[src/rtl/ssf_bus_master_if.sv]
// Host request/response handshake and 68K-style cartridge bus of the
// ssf_bus_master. The master modport is the bus-master side (the DUT);
// the slave modport is the host plus cartridge responder side.
interface ssf_bus_master_if;
  // Request channel
  logic        req_valid;
  logic        req_ready;
  logic        req_write;
  logic [22:0] req_addr;
  logic [1:0]  req_be;
  logic [15:0] req_wdata;
  // Response channel
  logic        rsp_valid;
  logic [15:0] rsp_rdata;
  logic        rsp_timeout;
  // Cartridge bus
  logic [22:0] cart_address;
  logic [15:0] cart_data_out;
  logic        cart_data_oe;
  logic [15:0] cart_data_in;
  logic        as;
  logic        lwr;
  logic        uwr;
  logic        cas0;
  logic        cas2;
  logic        ceo;
  logic        asel;
  logic        tme;
  logic        dtack;

  modport master (
    input  req_valid, req_write, req_addr, req_be, req_wdata,
    output req_ready,
    output rsp_valid, rsp_rdata, rsp_timeout,
    output cart_address, cart_data_out, cart_data_oe,
    input  cart_data_in,
    output as, lwr, uwr, cas0, cas2, ceo, asel, tme,
    input  dtack
  );

  modport slave (
    output req_valid, req_write, req_addr, req_be, req_wdata,
    input  req_ready,
    input  rsp_valid, rsp_rdata, rsp_timeout,
    input  cart_address, cart_data_out, cart_data_oe,
    output cart_data_in,
    input  as, lwr, uwr, cas0, cas2, ceo, asel, tme,
    output dtack
  );
endinterface

[src/rtl/ssf_bus_master.sv]
// Single-transfer 68K-style cartridge bus master.
//
// Handshake: a request transfers on a rising vclk edge where req_valid and
// req_ready are both high; req_ready is high only while the FSM is idle.
// The response is a single-cycle rsp_valid pulse with no back-pressure;
// rsp_rdata and rsp_timeout stay stable until the next response pulse.
//
// Bus cycle: SETUP (address + selects valid, strobes low) -> STROBE (as high,
// write strobes per byte enable, wait for dtack or timeout) -> HOLD (strobes
// low, address/data still driven) -> RESP (one-cycle response) -> IDLE.
module ssf_bus_master #(
  parameter int SETUP_CYC = 1,
  parameter int HOLD_CYC  = 1,
  parameter int TIMEOUT   = 15
) (
  input  logic                  vclk,
  input  logic                  vres,
  ssf_bus_master_if.master      bus,
  output logic [2:0]            dbg_state
);

  typedef enum logic [2:0] {
    IDLE   = 3'd0,
    SETUP  = 3'd1,
    STROBE = 3'd2,
    HOLD   = 3'd3,
    RESP   = 3'd4
  } state_t;

  // Terminal counts for the per-state cycle counter.
  localparam logic [7:0] SETUP_LAST   = 8'(SETUP_CYC - 1);
  localparam logic [7:0] HOLD_LAST    = 8'(HOLD_CYC - 1);
  localparam logic [7:0] TIMEOUT_LAST = 8'(TIMEOUT - 1);

  state_t      state;
  logic [7:0]  cnt;

  // Registered copy of the accepted request; drives the bus for the cycle.
  logic [22:0] addr_q;
  logic        write_q;
  logic [1:0]  be_q;
  logic [15:0] wdata_q;

  // Result of the strobe phase, published to the response outputs in RESP
  // so the previous response stays stable throughout the next bus cycle.
  logic [15:0] rdata_q;
  logic        timeout_q;

  // Registered outputs.
  logic        ready_q;
  logic        rsp_valid_q;
  logic [15:0] rsp_rdata_q;
  logic        rsp_timeout_q;
  logic        oe_q;
  logic        as_q;
  logic        lwr_q;
  logic        uwr_q;

  // Bus-cycle FSM with all control outputs registered alongside the state.
  always_ff @(posedge vclk) begin
    if (vres) begin
      state         <= IDLE;
      cnt           <= '0;
      addr_q        <= '0;
      write_q       <= 1'b0;
      be_q          <= '0;
      wdata_q       <= '0;
      rdata_q       <= '0;
      timeout_q     <= 1'b0;
      ready_q       <= 1'b1;
      rsp_valid_q   <= 1'b0;
      rsp_rdata_q   <= '0;
      rsp_timeout_q <= 1'b0;
      oe_q          <= 1'b0;
      as_q          <= 1'b0;
      lwr_q         <= 1'b0;
      uwr_q         <= 1'b0;
    end else begin
      rsp_valid_q <= 1'b0;
      case (state)
        IDLE: begin
          if (bus.req_valid) begin
            addr_q  <= bus.req_addr;
            write_q <= bus.req_write;
            be_q    <= bus.req_be;
            wdata_q <= bus.req_wdata;
            oe_q    <= bus.req_write;
            ready_q <= 1'b0;
            cnt     <= '0;
            state   <= SETUP;
          end
        end
        SETUP: begin
          if (cnt == SETUP_LAST) begin
            cnt   <= '0;
            as_q  <= 1'b1;
            // Write strobes follow the byte enables; reads never pulse them.
            lwr_q <= write_q & be_q[0];
            uwr_q <= write_q & be_q[1];
            state <= STROBE;
          end else begin
            cnt <= cnt + 8'd1;
          end
        end
        STROBE: begin
          if (bus.dtack) begin
            timeout_q <= 1'b0;
            if (!write_q) rdata_q <= bus.cart_data_in;
            cnt   <= '0;
            as_q  <= 1'b0;
            lwr_q <= 1'b0;
            uwr_q <= 1'b0;
            state <= HOLD;
          end else if (cnt == TIMEOUT_LAST) begin
            // No responder: finish the cycle and report all-ones read data.
            timeout_q <= 1'b1;
            if (!write_q) rdata_q <= 16'hFFFF;
            cnt   <= '0;
            as_q  <= 1'b0;
            lwr_q <= 1'b0;
            uwr_q <= 1'b0;
            state <= HOLD;
          end else begin
            cnt <= cnt + 8'd1;
          end
        end
        HOLD: begin
          if (cnt == HOLD_LAST) begin
            cnt           <= '0;
            oe_q          <= 1'b0;
            rsp_valid_q   <= 1'b1;
            rsp_rdata_q   <= rdata_q;
            rsp_timeout_q <= timeout_q;
            state         <= RESP;
          end else begin
            cnt <= cnt + 8'd1;
          end
        end
        RESP: begin
          ready_q <= 1'b1;
          state   <= IDLE;
        end
        default: begin
          ready_q <= 1'b1;
          oe_q    <= 1'b0;
          as_q    <= 1'b0;
          lwr_q   <= 1'b0;
          uwr_q   <= 1'b0;
          state   <= IDLE;
        end
      endcase
    end
  end

  // Output wiring: request/response handshake.
  assign bus.req_ready   = ready_q;
  assign bus.rsp_valid   = rsp_valid_q;
  assign bus.rsp_rdata   = rsp_rdata_q;
  assign bus.rsp_timeout = rsp_timeout_q;

  // Output wiring: cartridge bus driven from the captured request.
  assign bus.cart_address  = addr_q;
  assign bus.cart_data_out = wdata_q;
  assign bus.cart_data_oe  = oe_q;
  assign bus.as            = as_q;
  assign bus.lwr           = lwr_q;
  assign bus.uwr           = uwr_q;

  // Region decodes on the byte address {addr_q, 1'b0}; word bit n is byte
  // bit n+1, so the byte-address thresholds reduce to top-bit compares.
  assign bus.cas2 = (addr_q[22:20] == 3'b111);        // >= $E00000
  assign bus.cas0 = ~(addr_q[22:20] == 3'b111);       //  < $E00000
  assign bus.ceo  = (addr_q[22:21] == 2'b00);         //  < $400000
  assign bus.asel = ~addr_q[22];                      //  < $800000
  assign bus.tme  = (addr_q[22:7] == 16'hA130);       // $A130xx

  assign dbg_state = state;

endmodule

[src/flat_wrapper.sv]
// flat-port wrapper written by rule: the top's interface ports become plain ports
module ssf_bus_master_flat 
#(
  parameter int SETUP_CYC = 1,
  parameter int HOLD_CYC  = 1,
  parameter int TIMEOUT   = 15
)
  (vclk, vres, dbg_state, bus_req_valid, bus_req_write, bus_req_addr, bus_req_be, bus_req_wdata, bus_req_ready, bus_rsp_valid, bus_rsp_rdata, bus_rsp_timeout, bus_cart_address, bus_cart_data_out, bus_cart_data_oe, bus_cart_data_in, bus_as, bus_lwr, bus_uwr, bus_cas0, bus_cas2, bus_ceo, bus_asel, bus_tme, bus_dtack);
  ssf_bus_master_if bus_i ();
  input  logic vclk;
  input  logic vres;
  output logic [2:0] dbg_state;
  input wire logic [$bits(bus_i.req_valid)-1:0] bus_req_valid;
  input wire logic [$bits(bus_i.req_write)-1:0] bus_req_write;
  input wire logic [$bits(bus_i.req_addr)-1:0] bus_req_addr;
  input wire logic [$bits(bus_i.req_be)-1:0] bus_req_be;
  input wire logic [$bits(bus_i.req_wdata)-1:0] bus_req_wdata;
  output wire logic [$bits(bus_i.req_ready)-1:0] bus_req_ready;
  output wire logic [$bits(bus_i.rsp_valid)-1:0] bus_rsp_valid;
  output wire logic [$bits(bus_i.rsp_rdata)-1:0] bus_rsp_rdata;
  output wire logic [$bits(bus_i.rsp_timeout)-1:0] bus_rsp_timeout;
  output wire logic [$bits(bus_i.cart_address)-1:0] bus_cart_address;
  output wire logic [$bits(bus_i.cart_data_out)-1:0] bus_cart_data_out;
  output wire logic [$bits(bus_i.cart_data_oe)-1:0] bus_cart_data_oe;
  input wire logic [$bits(bus_i.cart_data_in)-1:0] bus_cart_data_in;
  output wire logic [$bits(bus_i.as)-1:0] bus_as;
  output wire logic [$bits(bus_i.lwr)-1:0] bus_lwr;
  output wire logic [$bits(bus_i.uwr)-1:0] bus_uwr;
  output wire logic [$bits(bus_i.cas0)-1:0] bus_cas0;
  output wire logic [$bits(bus_i.cas2)-1:0] bus_cas2;
  output wire logic [$bits(bus_i.ceo)-1:0] bus_ceo;
  output wire logic [$bits(bus_i.asel)-1:0] bus_asel;
  output wire logic [$bits(bus_i.tme)-1:0] bus_tme;
  input wire logic [$bits(bus_i.dtack)-1:0] bus_dtack;
  assign bus_i.req_valid = bus_req_valid;
  assign bus_i.req_write = bus_req_write;
  assign bus_i.req_addr = bus_req_addr;
  assign bus_i.req_be = bus_req_be;
  assign bus_i.req_wdata = bus_req_wdata;
  assign bus_req_ready = bus_i.req_ready;
  assign bus_rsp_valid = bus_i.rsp_valid;
  assign bus_rsp_rdata = bus_i.rsp_rdata;
  assign bus_rsp_timeout = bus_i.rsp_timeout;
  assign bus_cart_address = bus_i.cart_address;
  assign bus_cart_data_out = bus_i.cart_data_out;
  assign bus_cart_data_oe = bus_i.cart_data_oe;
  assign bus_i.cart_data_in = bus_cart_data_in;
  assign bus_as = bus_i.as;
  assign bus_lwr = bus_i.lwr;
  assign bus_uwr = bus_i.uwr;
  assign bus_cas0 = bus_i.cas0;
  assign bus_cas2 = bus_i.cas2;
  assign bus_ceo = bus_i.ceo;
  assign bus_asel = bus_i.asel;
  assign bus_tme = bus_i.tme;
  assign bus_i.dtack = bus_dtack;
  ssf_bus_master #(.SETUP_CYC(SETUP_CYC), .HOLD_CYC(HOLD_CYC), .TIMEOUT(TIMEOUT)) u_core (.vclk(vclk), .vres(vres), .bus(bus_i), .dbg_state(dbg_state));
endmodule
[config.mk]
export PLATFORM = sky130hd
export DESIGN_NAME = ssf_bus_master_flat
export DESIGN_NICKNAME = d
export VERILOG_FILES = /design/src/rtl/ssf_bus_master_if.sv /design/src/rtl/ssf_bus_master.sv /design/src/flat_wrapper.sv
export SDC_FILE = /design/constraint.sdc
export NUM_CORES = 1
export LEC_CHECK = 0
export ABC_AREA = 1
export CORE_MARGIN = 4
export CORE_UTILIZATION = 45
export CTS_CLUSTER_DIAMETER = 200
export CTS_CLUSTER_SIZE = 28
export DETAILED_ROUTE_END_ITERATION = 8
export PLACE_DENSITY_LB_ADDON = 0.1
export SETUP_SLACK_MARGIN = 0.1
export SLEW_MARGIN = 15
export SYNTH_ARGS = -nofsm -noshare
export SYNTH_HDL_FRONTEND = slang
export SYNTH_SLANG_ARGS = --single-unit
[constraint.sdc]
create_clock -name vclk -period 2 [get_ports vclk]
set_clock_uncertainty 0.15 [all_clocks]
set_input_delay 0.4 -clock vclk [delete_from_list [all_inputs] [get_ports vclk]]
set_output_delay 0.4 -clock vclk [all_outputs]
set_load 0.05 [all_outputs]
# [Word level (Yosys, flattened, before mapping)]
# Cells that the tools add are included.
[word_totals] mem_bits_rw=0 inputBits=62 ff_bits=93 latch_bits=0 word_cells=87 out_inout_bits=70 memories=0 rom_bits=0
[classes] shifts=0 bitwise_logic=9 n_addsub=1 eq_ne=11 div_mod_pow=0 n_lt_le_gt_ge=0 reduce_logical=19 mul=0 mux=31
[op_table] operator="$mux 16" n=4
[op_table] operator="$mux 8" n=4
[op_table] operator="$pmux 8 s3" n=1
[op_table] operator="$eq 16x16->1 const B" n=1
[op_table] operator="$mux 3" n=5
[op_table] operator="$pmux 1 s3" n=4
[op_table] operator="$pmux 3 s4" n=1
[op_table] operator="$mux 1" n=11
[op_table] operator="$reduce_and 2->1" n=5
[op_table] operator="$reduce_and 3->1" n=3
[op_table] operator="$reduce_or 3->1" n=3
[op_table] operator="$add 8x1->8 const B" n=1
[op_table] operator="$eq 8x4->1 const B" n=1
[op_table] operator="$logic_not 8->1" n=1
[op_table] operator="$not 1->1" n=7
[op_table] operator="$eq 3x2->1 const B" n=2
[op_table] operator="$eq 3x3->1 const B" n=2
[op_table] operator="$ne 2x1->1 const B" n=2
[op_table] operator="$reduce_and 4->1" n=1
[op_table] operator="$reduce_or 2->1" n=2
[op_table] operator="$eq 3x1->1 const B" n=1
[op_table] operator="$logic_not 3->1" n=1
[op_table] operator="$ne 3x2->1 const B" n=1
[op_table] operator="$reduce_bool 3->1" n=1
[op_table] operator="other kinds (5)" n=6

# [Depth between registers and ports, before layout]
# Gate-level depths: netlist (run 1).
[depth] word_depth=4 depth_mapped=10 depth_no_buf=10

# [Worst setup path after synthesis (run 1)]
# OpenSTA, ideal clock, no wires.
[synth_path] kind="register to output" startpoint="register u_core.addr_q[22], in the netlist u_core.bus.cart_address[22]" endpoint="output bus_tme" slack_ns=-0.619 stages_incl_launch_ff=5 required_time_ns=1.450 n_path_buf=0 arrival_ns=2.069 cell_sequence="dfxtp_1 nand2_1 nor3_1 nand4_1 nor3_1"
[synth_between] elab_chain_len=1
[synth_rtl] item="start: declaration" line_no="ssf_bus_master.sv:39" text="logic [22:0] addr_q;"
[synth_rtl] item="start signal: assignment" line_no="ssf_bus_master.sv:83" text="addr_q <= bus.req_addr;"
[synth_rtl] item="$eq 16x16->1" line_no="ssf_bus_master.sv:175" text="assign bus.tme = (addr_q[22:7] == 16'hA130);"
[synth_rtl] item="end: declaration" line_no="flat_wrapper.sv:33" text="output wire logic [$bits(bus_i.tme)-1:0] bus_tme;"
# Every way passes these cells.

# [Worst setup path in the final report (run 1)]
[layout_path] startpoint="register u_core.addr_q[20], in the netlist u_core.bus.cart_address[20]" endpoint="output bus_tme"
# Same word-level chain as after synthesis.

==> impl_metrics.yaml, run 1 <==
clock_tree:
  cts-root-buf: "clkbuf_8"
  cts.sinks: 93
  cts_made_buffers: 9
  clkLatencyLatePin_ns: 0.36
  cts_hold_buf: 0
  tritoncts: "built"
  clock_path_buffers: 2
  postCtsSetupBuffers: 0
  clk_pin_slew_ns: 0.10
  cts_max_level: 3
global_routing:
  grt_max_degree: 51
  grt_pass1_vias: 3466
  antenna_found_initial: 0
  grt_pass1_wl_um: 15900
  grt_usage_pct: 19.3
  grt.overflow.total: 0
power_and_ir_drop:
  ir_drop_mv: 0.862
  powerDensity_nw_per_um2: 1250
  leakagePower_nw: 2.31
  p_total_w: 0.00672
timing:
  setup_violations: 0
  max_freq_ghz: 0.509
  final-max-slew-violation-count: 0
  hold_ws_ns: 0.302
  slew_headroom_pct: 66.5
  worstMarginPinSlew_ns: 0.500
  period_needed_ns: 1.97
  rsz0062_at_grt: "yes"
  fin_ws_ns: 0.0343
  finalCritPeriodShare_pct: 98.3
  finalHoldViolCount: 0
drt:
  drtIter0Drc: 124
  post_drt_wl_per_cell_um: 13.3
  drt-pass1-iter-count: 4
  num_vias: 3713
  routed_via_density: 5.00
  ant_nets: 0
  drt_wl_total_um: 9870
  route.detailed.drc: 0
placement:
  numPortBuffers: 131
  dp_hpwl_um: 7190
  gp_congestion: 0.777
  pre_cts_slack_ns: 0.0224
cells_and_area:
  layout.nets: 698
  syn_to_final_growth_pct: 38.3
  insertedDiodeCount: 0
  n_fill_cell: 776
  drive_above_1_share_pct: 19.3
  final_core_util_pct: 64.9
setup_path:
  path_max_fanout: 3
  crit_arrival_ns: 1.42
  rr_worst_depth: 6
  path_class: "reg -> out"
  critPathRequiredTime_ns: 1.45
  start_kind: "register"
  cp-startpoint: "u_core.bus.cart_address[20]"
  end_kind: "output port"
  r2r-start: "u_core.dbg_state[0]"
synthesis:
  synthTopCellsByArea: "dfxtp_1 48%, nor2_1 8.4%, a21oi_1 7.1%, nand2_1 5.8%, inv_1 5.5%"
  yosys.area.top_type: "dfxtp_1"
  ys_ff_latch: 93
  yosysUniqueCellTypes: 29
  yosys_warnings: 0
  postSynthAreaPerCell_um2: 7.64
  synthCells: 509
  synth_top_area_share_pct: 47.8
  synth_area_um2: 3890
  synth_seq_area_share_pct: 47.8
  synth_nets: 574
flow_run:
  cap_viol_max_count: 0
worst_hold_path:
  min_from: "u_core.rdata_q[9]"
  min_path_type: "reg -> reg"
  whs_path_depth: 2
floorplanning:
  die-area_um2: 10200
  die_y_um: 101
  rows: 33
  ios: 132
  coreArea_um2: 8300
  die_w_um: 101
  initial_utilization_pct: 46.9
status:
  status: "completed"
## where the power goes
group	switching [W]	leakage, nW	internal (W)
logic	0.00200	1.44	0.000889
clock network	0.000723	0.109	0.000611
registers	0.000271	0.762	0.00223
total	0.00299	2.31	0.00373
## metal layers
layer | GRT usage, % | wire length (µm)
met5 | 0 | 0
met4 | 7.26 | 179
met3 | 6.44 | 838
met2 | 31.4 | 4750
met1 | 23.6 | 4100
## placed cells by master, fill, tap and decap left out, drive strengths merged
master         netlist  final
dlygate4sd2          0      1
bufinv               0      1
nand3               30     30
buf                 16     77
nand2               67     67
clkinv               1      2
dfxtp               93     93
inv                 60     65
xor2                 2      2
nand4               24     24
o21ai               46     46
ha                   3      3
a21oi               56     56
clkdlybuf4s50        0     61
nor2                94     94
clkbuf              10      9
nor3                 7      7
## metrics by stage
step	std cells	cell area (µm²)	TNS (ns)
after floorplan	509	3920	0
after global placement	727	5160	0
after detailed placement	727	5160	0
after CTS	743	5380	0
after global routing	743	5380	-0.0529
final	743	5380	0
## sequential cells by signal (all words and copies together), names as in the netlist, 2 cells and up
register,count
u_core.dbg_state,3
u_core.be_q,2
u_core.bus.cart_data_out,16
u_core.bus.rsp_rdata,16
u_core.rdata_q,16
u_core.bus.cart_address,23
u_core.cnt,8
## worst max-delay path, cell delays in order, from the launching register on
cell	delay, ns
dfxtp_2	0.37
nand2_2	0.09
nor3_2	0.11
nand4_1	0.15
nor3_4	0.18
buf_12	0.16
## path summary, 6_finish.rpt
check	slack, ns	end
hold reg to reg	0.30	u_core.rdata_q[9]
setup reg to reg	0.29	u_core.bus.cart_address[22]
hold / removal	0.30	u_core.rdata_q[9]
setup / recovery	0.03	bus_tme
## what timing repair did
action / CTS / global route
pin swaps: 3 / 0
gates resized for setup: 4 / 0
setup endpoints to repair: 2 / 1
## layout make-up
cell class / instances / area [µm²] / share of cell area, %
Multi-Input combinational cell: 329 / 1660 / 30.8
Clock inverter: 7 / 87.6 / 1.63
Tap cell: 105 / 131 / 2.44
Sequential cell: 93 / 1870 / 34.7
Timing Repair Buffer: 139 / 1280 / 23.9
Clock buffer: 9 / 124 / 2.30
Inverter: 61 / 231 / 4.30
## kinds of logic after synthesis
kind of cell | share of synthesized area (%)
DFF | 47.8
adders and majority gates | 0.965
buffers and inverters | 10.3
xor gates and xnor gates | 0.450
AOI/OAI and AO/OA | 13.7
and+or+nand+nor | 26.8
## synth_stat cells
library cell / count
clkbuf_1: 10
nand2_4: 3
nand3_1: 27
nand3_2: 2
xor2_1: 2
clkinv_1: 1
dfxtp_1: 93
buf_6: 7
nand4_1: 24
inv_4: 1
nor3_1: 7
a21oi_4: 1
inv_1: 57
a21oi_1: 55
o21ai_1: 9
nor2_8: 1
nor2_2: 3
o21ai_0: 36
nand2_2: 4
inv_2: 2
buf_2: 3
buf_1: 2
nand3_4: 1
nor2_4: 3
buf_4: 4
nand2_1: 60
o21ai_4: 1
ha_1: 3
nor2_1: 87
(Power assumes the default switching activity.)
==> run 2: changes to the inputs <==
CORE_UTILIZATION = 47   (was 45)
CTS_BUF_LIST = sky130_fd_sc_hd__clkbuf_8   (was unset)
==> impl_metrics.yaml, run 2 (same netlist as run 1, synthesis figures left out) <==
global_routing:
  grt.overflow.total: 0
  grt_max_degree: 53
  grt_pass1_vias: 3574
  antenna_found_initial: 0
  grt_pass1_wl_um: 16400
  grt_usage_pct: 19.9
clock_tree:
  cts_made_buffers: 9
  clk_pin_slew_ns: 0.10
  cts.sinks: 93
  cts_max_level: 3
  tritoncts: "built"
  clock_path_buffers: 2
  cts-root-buf: "clkbuf_8"
  clkLatencyLatePin_ns: 0.35
drt:
  route.detailed.drc: 0
  route.met3.wl_um: 827
  met2_length_um: 4690
  post_drt_wl_per_cell_um: 13.4
  top_layer: "met4"
  drt-pass1-iter-count: 4
  num_vias: 3664
  drtIter0Drc: 119
  routed_via_density: 4.95
  ant_nets: 0
  met1Wirelength_um: 4160
  drt_wl_total_um: 9900
cells_and_area:
  final_core_util_pct: 67.9
  syn_to_final_growth_pct: 37.6
  finalInstanceArea_um2: 5350
  layout.nets: 698
  insertedDiodeCount: 0
  n_fill_cell: 655
  layout_common_cells: "90 x dfxtp_1, 86 x nor2_1, 71 x buf_4"
  final_common_cell: "dfxtp_1"
  largest_register_ffs: 23
  drive_above_1_share_pct: 19.1
setup_path:
  start_kind: "register"
  path_max_fanout: 4
  critPathRequiredTime_ns: 1.45
  path_class: "reg -> out"
  crit_arrival_ns: 1.42
  end_kind: "output port"
power_and_ir_drop:
  ir_drop_mv: 0.806
  leakagePower_nw: 2.30
  powerDensity_nw_per_um2: 1230
  p_total_w: 0.00658
timing:
  finalHoldViolCount: 0
  rsz0062_at_grt: "yes"
  slew_headroom_pct: 65.4
  final-max-slew-violation-count: 0
  hold_ws_ns: 0.303
  worstMarginPinSlew_ns: 0.515
  finalCritPeriodShare_pct: 98.3
  setup_violations: 0
  period_needed_ns: 1.97
  max_freq_ghz: 0.509
floorplanning:
  coreArea_um2: 7890
  die_y_um: 99.0
  die_w_um: 99.0
  rows: 32
  ios: 132
  initial_utilization_pct: 49.3
  die-area_um2: 9800
status:
  status: "completed"
placement:
  numPortBuffers: 131
  gp_congestion: 0.790
  dp_hpwl_um: 7040
  place_area_um2: 5150
worst_hold_path:
  min_path_type: "reg -> reg"
flow_run:
  cap_viol_max_count: 0
## run 2: worst paths after layout
kind / startpoint / endpoint / slack, ns / cells past startpoint
worst max-delay path: u_core.bus.cart_address[22] / bus_tme / 0.03 / 5
worst min-delay path: u_core.rdata_q[7] / u_core.rdata_q[7] / 0.30 / 2
worst max register to register: u_core.dbg_state[0] / u_core.write_q / 0.27 / 6
worst min register to register: u_core.rdata_q[7] / u_core.rdata_q[7] / 0.30 / 2
## run 2: timing repair
| action | in CTS | in global routing |
|---|---|---|
| buffers inserted | 0 | 0 |
| hold buffers | 0 | 0 |
| gates resized for setup | 3 | 2 |
| endpoints found under the setup margin | 2 | 1 |
| pin swaps | 2 | 0 |
## run 2: through the flow
stage	setup TNS [ns]	setup WS, ns	instances
6_report	0	0.0336	740
5_1_grt	-0.0907	-0.0907	740
4_1_cts	0	0.0101	740
3_5_place_dp	-0.00422	-0.00422	724
3_3_place_gp	0	0.0595	724
2_1_floorplan	0	0.0232	509
## run 2: cell type report
class / instances / area (µm²) / area share (%)
Clock inverter: 7 / 63.8 / 1.19
Timing Repair Buffer: 139 / 1270 / 23.8
Multi-Input combinational cell: 329 / 1670 / 31.1
Inverter: 61 / 231 / 4.32
Clock buffer: 9 / 124 / 2.31
Sequential cell: 93 / 1870 / 34.9
Tap cell: 102 / 128 / 2.38
## run 2: critical path, stage by stage (launching register included)
cell and delay, ns:
dfxtp_4 0.38, nand2_4 0.06, nor3_4 0.10, nand4_1 0.16, nor3_4 0.20, buf_12 0.16
## run 2: metal layers
metal / global-route usage (%) / vias to the layer above
li1: - / 1890
met5: 0 / -
met3: 6.72 / 20
met2: 32.6 / 125
met4: 7.14 / 0
met1: 24.5 / 1629
## run 2: power by group
| group | total (W) | switching (W) | internal (W) |
|---|---|---|---|
| logic | 0.00289 | 0.00200 | 0.000888 |
| registers | 0.00250 | 0.000273 | 0.00223 |
| clock network | 0.00119 | 0.000707 | 0.000480 |
| total | 0.00658 | 0.00298 | 0.00359 |
==> run 3: changes to the inputs <==
ABC_AREA = unset   (was 1)
CORE_UTILIZATION = 46   (was 47)
==> impl_metrics.yaml, run 3 <==
worst_hold_path:
  min_path_type: "in -> reg"
placement:
  gp_congestion: 0.762
  pre_cts_slack_ns: -0.210
  place_area_um2: 5070
  dp_cells: 633
  numPortBuffers: 131
  dp_hpwl_um: 6620
setup_path:
  max_stage_delay_ns: 0.34
  path_class: "reg -> out"
  end_kind: "output port"
  critPathRequiredTime_ns: 1.45
  cp_num_buf_inv: 1
  path_delay_family: "simple AND/OR/NAND/NOR gates"
  path_cells: "nor2_2, nand3_1, nor4_1, and3_2, buf_12"
  path_max_fanout: 3
  slowest_stage: "dfxtp_2"
  crit_arrival_ns: 1.40
  start_kind: "register"
drt:
  post_drt_wl_per_cell_um: 14.0
  routed_via_density: 5.07
  drtIter0Drc: 117
  ant_nets: 0
  num_vias: 3354
  drt-pass1-iter-count: 4
  top_layer: "met4"
  met2_length_um: 4280
  route.met3.wl_um: 838
  met1Wirelength_um: 4050
  route.detailed.drc: 0
  drt_wl_total_um: 9260
cells_and_area:
  layout_common_cells: "102 x nand2_1, 94 x buf_4, 85 x dfxtp_1"
  insertedDiodeCount: 0
  layout.nets: 619
  finalInstanceArea_um2: 5420
  syn_to_final_growth_pct: 49.7
  drive_above_1_share_pct: 29.5
  stdcell_count: 661
  final_common_cell: "nand2_1"
  largest_register_ffs: 23
synthesis:
  synthCells: 400
  synth_nets: 465
  synth_top_area_share_pct: 51.4
  yosysMostFrequentCell: "nand2_1"
  yosysUniqueCellTypes: 47
  synthArstFlopShare_pct: 0
  synthFlopType: "dfxtp_1"
  ys_top_cells_by_count: "103 x nand2_1, 93 x dfxtp_1, 49 x a21oi_1"
  ys_ff_latch: 93
  postSynthAreaPerCell_um2: 9.05
  yosys_warnings: 0
  yosys.area.top_type: "dfxtp_1"
  synthTopCellsByArea: "dfxtp_1 51%, nand2_1 11%, a21oi_1 6.8%, mux2i_1 5.3%, o221a_2 3.7%"
  synth_seq_area_share_pct: 51.4
  synth-edff-count: 0
  synth_area_um2: 3620
clock_tree:
  clock_path_buffers: 2
  cts-root-buf: "clkbuf_8"
  cts.sinks: 93
  tritoncts: "built"
  cts_hold_buf: 0
  clk_pin_slew_ns: 0.09
  clkLatencyLatePin_ns: 0.36
  cts_max_level: 3
  cts_made_buffers: 9
floorplanning:
  die_w_um: 96.7
  coreArea_um2: 7690
  die_y_um: 96.7
  ios: 132
  initial_utilization_pct: 47.1
  die-area_um2: 9350
  rows: 32
global_routing:
  grt_usage_pct: 20.1
  grt_pass1_wl_um: 15800
  grt.overflow.total: 0
  antenna_found_initial: 0
  grt_pass1_vias: 3343
  grt_max_degree: 31
flow_run:
  cap_viol_max_count: 0
timing:
  max_freq_ghz: 0.512
  hold_ws_ns: 0.242
  rsz0062_at_grt: "yes"
  finalCritPeriodShare_pct: 97.6
  tns_ns: 0
  period_needed_ns: 1.95
  finalHoldViolCount: 0
  slew_headroom_pct: 67.9
  worstMarginPinSlew_ns: 0.484
  setup_violations: 0
  final-max-slew-violation-count: 0
  fin_ws_ns: 0.0485
power_and_ir_drop:
  leakagePower_nw: 2.31
  ir_drop_mv: 0.492
  powerDensity_nw_per_um2: 857
status:
  status: "completed"
[run 3: cell types whose count changed after synthesis, sizes merged, moves of 4 or more]
cell    change
nor2       -66
inv        -55
o21ai      -44
nand2      +36
nand3      -25
nand4      -23
mux2i      +19
o221a      +16
a21oi       -6
o22ai       +5
a211oi      +4
buf         -4
nor4        +4
[run 3: cells by family (layout without fill, tap and decap cells)]
| group | count (synthesis) | after routing | share of synthesized area, % |
|---|---|---|---|
| AND/OR/NAND/NOR | 163 | 163 | 20.0 |
| flip-flops | 93 | 93 | 51.4 |
| AO/OA/AOI/OAI | 90 | 90 | 17.9 |
| buffers and inverters | 31 | 190 | 4.04 |
| multiplexers | 19 | 19 | 5.25 |
| adder cells (fa/ha/maj) | 3 | 3 | 1.04 |
| XOR/XNOR | 1 | 1 | 0.242 |
[run 3: final cells by class]
type	instances	area, µm²
Clock buffer	10	138
Clock inverter	6	52.6
Fill cell	634	2270
Inverter	6	26.3
Multi-Input combinational cell	276	1650
Sequential cell	93	1880
Tap cell	102	128
Timing Repair Buffer	168	1540
[run 3: layer usage]
layer | track usage (%) | up-vias
met5 | 0 | -
met4 | 5.94 | 0
met1 | 24.9 | 1543
li1 | - | 1690
met3 | 7.35 | 7
met2 | 32.6 | 114
[run 3: per-stage QoR]
| step | utilization [%] | total power (W) |
|---|---|---|
| 6_report | 70.5 | 0.00464 |
| 5_1_grt | 70.5 | 0.00489 |
| 4_1_cts | 69.0 | 0.00463 |
| 3_5_place_dp | 65.9 | 0.00343 |
| 3_3_place_gp | 65.9 | 0.00341 |
| 2_1_floorplan | - | 0.00297 |
[run 3: worst paths after layout]
check | start | to | slack [ns] | cells after the start
setup reg to reg | u_core.cnt[7] | u_core.bus.uwr | 0.16 | 6
hold / removal | vres | u_core.bus.cart_address[22] | 0.24 | 2
hold reg to reg | u_core.bus.cart_data_out[7] | u_core.bus.cart_data_out[7] | 0.31 | 2
setup / recovery | u_core.bus.cart_address[9] | bus_tme | 0.05 | 5
[run 3: what timing repair did]
item                                    CTS  global route
buffers inserted                          3             8
pin swaps                                 3             3
gates resized for setup                   3            11
cloned                                    0             1
hold endpoints to repair                  0             0
endpoints found under the setup margin   28            32
[run 3: where the power goes]
part	switching, W	internal [W]
registers	0.0000946	0.00199
logic	0.000793	0.000567
clock network	0.000688	0.000509
total	0.00158	0.00307
